$ cat config.mk
export PLATFORM = sky130hd
export DESIGN_NAME = seven_segment_reader
export DESIGN_NICKNAME = d
export VERILOG_FILES = /design/src/rtl/seven_seg_pkg.sv /design/src/rtl/seg_stable_filter.sv /design/src/rtl/seven_segment_reader.sv
export SDC_FILE = /design/constraint.sdc
export NUM_CORES = 1
export LEC_CHECK = 0
export BUFFER_PORTS_ARGS = -buffer_cell sky130_fd_sc_hd__buf_2
export CAP_MARGIN = 40
export CELL_PAD_IN_SITES_DETAIL_PLACEMENT = 0
export CELL_PAD_IN_SITES_GLOBAL_PLACEMENT = 2
export CORE_UTILIZATION = 40
export DETAILED_ROUTE_END_ITERATION = 6
export GPL_TIMING_DRIVEN = 1
export HOLD_SLACK_MARGIN = 0.05
export PLACE_DENSITY = 0.93
export SLEW_MARGIN = 20
export SYNTH_ARGS = -nofsm -noshare
export SYNTH_HDL_FRONTEND = slang
export SYNTH_SLANG_ARGS = --single-unit
$ cat constraint.sdc
create_clock -name clk -period 6.5 [get_ports clk]
set_clock_uncertainty 0.1 [all_clocks]
set_input_delay 0.65 -clock clk [delete_from_list [all_inputs] [get_ports clk]]
set_output_delay 0.65 -clock clk [all_outputs]
set_load 0.02 [all_outputs]
$ cat src/rtl/seven_seg_pkg.sv
// rtl/seven_seg_pkg.sv - segment constants, decode helper and reader state type
package seven_seg_pkg;

    localparam logic [6:0] SEG_0     = 7'h3F;
    localparam logic [6:0] SEG_1     = 7'h06;
    localparam logic [6:0] SEG_2     = 7'h5B;
    localparam logic [6:0] SEG_3     = 7'h4F;
    localparam logic [6:0] SEG_4     = 7'h66;
    localparam logic [6:0] SEG_5     = 7'h6D;
    localparam logic [6:0] SEG_6     = 7'h7D;
    localparam logic [6:0] SEG_7     = 7'h07;
    localparam logic [6:0] SEG_8     = 7'h7F;
    localparam logic [6:0] SEG_9     = 7'h6F;
    localparam logic [6:0] SEG_BLANK = 7'h00;

    typedef enum logic {
        SYNC  = 1'b0,
        TRACK = 1'b1
    } state_t;

    typedef struct packed {
        logic       legal;
        logic       blank;
        logic [3:0] digit;
    } seg_dec_t;

    function automatic seg_dec_t seg_to_digit(input logic [6:0] seg);
        seg_dec_t d;
        d.legal = 1'b1;
        d.blank = 1'b0;
        d.digit = 4'd0;
        case (seg)
            SEG_0: d.digit = 4'd0;
            SEG_1: d.digit = 4'd1;
            SEG_2: d.digit = 4'd2;
            SEG_3: d.digit = 4'd3;
            SEG_4: d.digit = 4'd4;
            SEG_5: d.digit = 4'd5;
            SEG_6: d.digit = 4'd6;
            SEG_7: d.digit = 4'd7;
            SEG_8: d.digit = 4'd8;
            SEG_9: d.digit = 4'd9;
            SEG_BLANK: begin
                d.legal = 1'b0;
                d.blank = 1'b1;
            end
            default: d.legal = 1'b0;
        endcase
        return d;
    endfunction

    function automatic logic [3:0] next_digit(input logic [3:0] d);
        return (d == 4'd9) ? 4'd0 : d + 4'd1;
    endfunction

endpackage

$ cat src/rtl/seg_stable_filter.sv
// rtl/seg_stable_filter.sv - input register plus stability counter; pulses accept once per stable run
module seg_stable_filter #(
    parameter int STABLE_CYCLES = 4
) (
    input  logic       clk,
    input  logic       rst,
    input  logic [6:0] segments,
    output logic       accept,
    output logic [6:0] pattern
);

    localparam logic [3:0] CNT_SAT  = 4'(STABLE_CYCLES);
    localparam logic [3:0] CNT_LAST = 4'(STABLE_CYCLES - 1);

    logic [6:0] seg_q;
    logic [3:0] cnt;

    always_ff @(posedge clk or posedge rst) begin
        if (rst) begin
            seg_q <= 7'd0;
            cnt   <= 4'd0;
        end else begin
            seg_q <= segments;
            if (segments != seg_q) begin
                cnt <= 4'd0;
            end else if (cnt != CNT_SAT) begin
                cnt <= cnt + 4'd1;
            end
        end
    end

    // The counter only passes through CNT_LAST for one cycle per run, so this fires once.
    assign accept  = (cnt == CNT_LAST);
    assign pattern = seg_q;

endmodule

$ cat src/rtl/seven_segment_reader.sv
// rtl/seven_segment_reader.sv - decodes a filtered segment bus, checks +1 sequencing, measures period
module seven_segment_reader
    import seven_seg_pkg::*;
#(
    parameter int STABLE_CYCLES = 4,
    parameter int PERIOD_W      = 24
) (
    input  logic                clk,
    input  logic                rst,
    input  logic [6:0]          segments,
    output logic [3:0]          digit,
    output logic                digit_valid,
    output logic                change_strobe,
    output logic                seq_err,
    output logic                bad_pattern,
    output logic [PERIOD_W-1:0] period,
    output logic [7:0]          err_count
);

    logic                accept;
    logic [6:0]          pattern;
    seg_dec_t            dec;

    state_t              state_q, state_d;
    logic [PERIOD_W-1:0] pcnt_q, pcnt_d;
    logic [3:0]          digit_d;
    logic                valid_d, chg_d, seq_d, bad_d;
    logic [PERIOD_W-1:0] period_d;
    logic [7:0]          err_d;

    seg_stable_filter #(
        .STABLE_CYCLES(STABLE_CYCLES)
    ) u_filter (
        .clk     (clk),
        .rst     (rst),
        .segments(segments),
        .accept  (accept),
        .pattern (pattern)
    );

    assign dec = seg_to_digit(pattern);

    always_comb begin
        state_d  = state_q;
        digit_d  = digit;
        valid_d  = digit_valid;
        chg_d    = 1'b0;
        seq_d    = 1'b0;
        bad_d    = 1'b0;
        period_d = period;
        err_d    = err_count;
        pcnt_d   = pcnt_q;
        if (state_q == TRACK && pcnt_q != '1) begin
            pcnt_d = pcnt_q + PERIOD_W'(1);
        end

        // Blank frames are treated as "display off" and leave everything untouched.
        if (accept && !dec.blank) begin
            if (!dec.legal) begin
                bad_d   = 1'b1;
                valid_d = 1'b0;
                state_d = SYNC;
            end else begin
                case (state_q)
                    SYNC: begin
                        digit_d = dec.digit;
                        valid_d = 1'b1;
                        chg_d   = 1'b1;
                        pcnt_d  = '0;
                        state_d = TRACK;
                    end
                    TRACK: begin
                        if (dec.digit != digit) begin
                            digit_d  = dec.digit;
                            chg_d    = 1'b1;
                            period_d = (pcnt_q == '1) ? pcnt_q : pcnt_q + PERIOD_W'(1);
                            pcnt_d   = '0;
                            seq_d    = (dec.digit != next_digit(digit));
                        end
                    end
                    default: state_d = SYNC;
                endcase
            end
        end

        if ((seq_d || bad_d) && err_count != 8'hFF) begin
            err_d = err_count + 8'd1;
        end
    end

    always_ff @(posedge clk or posedge rst) begin
        if (rst) begin
            state_q       <= SYNC;
            pcnt_q        <= '0;
            digit         <= 4'd0;
            digit_valid   <= 1'b0;
            change_strobe <= 1'b0;
            seq_err       <= 1'b0;
            bad_pattern   <= 1'b0;
            period        <= '0;
            err_count     <= 8'd0;
        end else begin
            state_q       <= state_d;
            pcnt_q        <= pcnt_d;
            digit         <= digit_d;
            digit_valid   <= valid_d;
            change_strobe <= chg_d;
            seq_err       <= seq_d;
            bad_pattern   <= bad_d;
            period        <= period_d;
            err_count     <= err_d;
        end
    end

endmodule

==> impl_metrics.env <==
export IMPL_worst_slew_pin_slew_ns=0.846
export IMPL_n_antenna_cell=0
export IMPL_cap_viol_max_count=0
export IMPL_required_ns=6.62
export IMPL_grt_max_degree=48
export IMPL_r2r_setup_slack_ns=2.92
export IMPL_hold_viol_final=0
export IMPL_cts_buffers=9
export IMPL_gp_congestion=0.804
export IMPL_post_cts_resized=0
export IMPL_worst_r2r_endpoint="err_count[7]$_DFFE_PP0P_"
export IMPL_fin_crit_sh_pct=55.1
export IMPL_post_route_util_pct=46.7
export IMPL_hpwlAfterDp_um=5740
export IMPL_cp_max_fo=47
export IMPL_ff2ff_path_depth=9
export IMPL_r2r_start="u_filter.pattern[3]$_DFF_PP0_"
export IMPL_cts_tree="done"
export IMPL_avgRoutedWirePerCell_um=13.8
export IMPL_critPathBufInv=1
export IMPL_cp_arrival_ns=3.71
export IMPL_status="finished, final reports clean"
export IMPL_ys_warnings_count=0
export IMPL_grt_ovfl_total=0
export IMPL_yosysMostFrequentCell="dfrtp_1"
export IMPL_synthTopCellsByCount="dfrtp_1 (76), nor2_1 (66), xor2_1 (34), nand2_1 (30), xnor2_1 (24)"
export IMPL_synth_top_area_cell="dfrtp_1"
export IMPL_holdBufCountCts=0
export IMPL_antenna_found_initial=0
export IMPL_num_io_pins=49
export IMPL_first_pass_iters=4
export IMPL_initial_core_util_pct=41.3
export IMPL_clk_latency_ns=0.34
export IMPL_synthFlopType="dfrtp_1"
export IMPL_layout_setup_ws_ns=2.92
export IMPL_clockRootBuffer="clkbuf_8"
export IMPL_syn_area_um2=4040
export IMPL_min_path_type="primary input to asynchronous set/reset pin"
export IMPL_tns_ns=0
export IMPL_end_kind="flip-flop"
export IMPL_worstPathCellList="nand4_2 > nor3b_1 > nor2_1 > a21boi_2 > o311a_1 > buf_4 > o22ai_4 > nor3_1 > mux2_1"
export IMPL_htreeDepth=3
export IMPL_chipWidth_um=102
export IMPL_multi_input_comb_area_um2=1990
export IMPL_clock_fmax_mhz=279
export IMPL_post_cts_buffers=0
export IMPL_fill_cells=968
export IMPL_holdWs_ns=0.305
export IMPL_clockBufferDepth=2
export IMPL_via_per_inst=5.19
export IMPL_grt_pass1_wl_um=14500
export IMPL_vdd_drop_max_uv=100
export IMPL_ys_seq_area_share_pct=47.1
export IMPL_regArea_um2=1900
export IMPL_powerDensity_nw_per_um2=178
export IMPL_drive_above_1_share_pct=18.2
export IMPL_cts_num_sinks=76
export IMPL_drc=0
export IMPL_initialDrtViolationCount=91
export IMPL_grt_pass1_vias=3032
export IMPL_synth_top_area_share_pct=47.1
export IMPL_cpMaxStageDelayCell="dfrtp_1"
export IMPL_ys_ff_latch=76
export IMPL_track_usage_pct=18.0
export IMPL_synthTopCellsByArea="dfrtp_1 (47%), xor2_1 (7.4%), nor2_1 (6.1%)"
export IMPL_vias=3089
export IMPL_start_kind="flip-flop"
export IMPL_fin_nets=470
export IMPL_core_area_um2=9770
export IMPL_die_height_um=102
export IMPL_synth_async_sr_flop_share_pct=100
export IMPL_power_leakage_nw=2.17
export IMPL_place_ws_ns=2.97
export IMPL_rsz0062_at_grt="false"
export IMPL_die_area_um2=10500
export IMPL_slowest_delay_ns=0.60
export IMPL_slew_headroom_pct=43.0
export IMPL_syn_num_nets=430
export IMPL_slew_viol_final=0
export IMPL_portBuffers=48
export IMPL_area_growth_synth_to_final_pct=13.0
export IMPL_wl_um=8190
export IMPL_fin_total_pwr_mw=0.813
export IMPL_synth_distinct_cells=54
export IMPL_setup_viol=0
export IMPL_clk_pin_slew_worst_paths_ns=0.08
export IMPL_rows=36
export IMPL_ant_nets=0
export IMPL_min_period_ns=3.58
export IMPL_postSynthAreaPerCell_um2=9.68
export IMPL_criticalPathCategory="flip-flop to flip-flop"
export IMPL_synth_edf_count=0
export IMPL_crit_family="simple AND/OR/NAND/NOR gates"
export IMPL_postSynthCellCount=417
==> how the worst max path moves through the flow <==
stage,cells past startpoint,end,from
after floorplan,9,err_count[5]$_DFFE_PP0P_,u_filter.pattern[5]$_DFF_PP0_
after CTS,9,err_count[7]$_DFFE_PP0P_,u_filter.pattern[3]$_DFF_PP0_
after global routing,9,err_count[5]$_DFFE_PP0P_,u_filter.pattern[3]$_DFF_PP0_
final,9,err_count[7]$_DFFE_PP0P_,u_filter.pattern[3]$_DFF_PP0_
after global placement,9,err_count[5]$_DFFE_PP0P_,u_filter.pattern[3]$_DFF_PP0_
after detailed placement,9,err_count[7]$_DFFE_PP0P_,u_filter.pattern[3]$_DFF_PP0_
==> metal layers <==
metal  wire, um  track usage, %  vias to the layer above
li1           -               -                     1519
met1       3770            22.7                     1503
met2       4050            29.8                       58
met3        260            5.13                        9
met4        113            5.60                        0
met5          0               0                        -
==> power by group <==
group          internal, mW  switching [mW]  leakage, nW  total [mW]
Combinational       0.00992          0.0178         1.04      0.0277
Sequential            0.475         0.00611         1.05       0.481
Clock                 0.137           0.167       0.0868       0.304
==> logic make-up after synthesis <==
| family | Yosys count | synth area share (%) |
|---|---|---|
| adder cells (fa/ha/maj) | 4 | 1.24 |
| buffers and inverters | 33 | 3.59 |
| XOR/XNOR | 58 | 12.6 |
| AND/OR/NAND/NOR | 173 | 21.0 |
| flip-flops | 76 | 47.1 |
| multiplexers | 15 | 4.03 |
| AO/OA/AOI/OAI | 58 | 10.4 |
==> cell type report <==
cell class,count,share of cell area (%)
multi-input combinational,308,43.6
sequential,76,41.7
timing repair buffer,54,6.86
tap,133,3.65
clock buffer,11,2.88
inverter,8,0.658
clock inverter,5,0.631
==> flip-flops by register name, indices dropped and copies added, names as in the netlist <==
signal            flops
digit                 4
digit_valid           1
change_strobe         1
u_filter.pattern      7
state_q               1
bad_pattern           1
pcnt_q               24
err_count             8
period               24
seq_err               1
u_filter.cnt          4
==> worst min-delay path, cell delays in order <==
cell and delay, ns:
buf_2 0.10, inv_2 0.03, buf_4 0.40
==> cells in the final DEF, fill, tap and decap left out, types with 2 or more instances in the layout <==
cell,netlist,routed
nor2b_1,4,4
nor2_1,66,66
a31oi_1,21,21
xnor2_1,24,24
xor2_1,34,34
clkbuf_1,14,2
clkinv_2,0,4
nor4b_1,2,2
nand2b_1,6,6
o22ai_1,2,2
o2111ai_1,2,2
mux2_1,3,3
clkbuf_8,0,9
nand3_1,12,12
o211ai_1,2,2
o21a_1,2,2
inv_1,8,7
a21boi_2,2,2
nand2_1,30,30
buf_8,0,2
nor4_1,4,4
dfrtp_1,76,76
o2111a_1,2,2
buf_4,1,3
a21oi_1,10,10
and4_1,2,2
and3_1,15,15
ha_1,4,4
buf_2,7,48
nor3_1,7,7
o21ai_0,4,4
mux2_2,7,7
nand3b_1,4,4
and2_1,4,4
mux2i_1,5,5
nand4_1,10,10
==> through the flow <==
stage	instance area [um^2]	cells
finish	4560	595
global route	4560	595
CTS	4550	594
detailed placement	4390	578
global placement	4350	576
floorplan	4040	417
(Power assumes the default switching activity.)
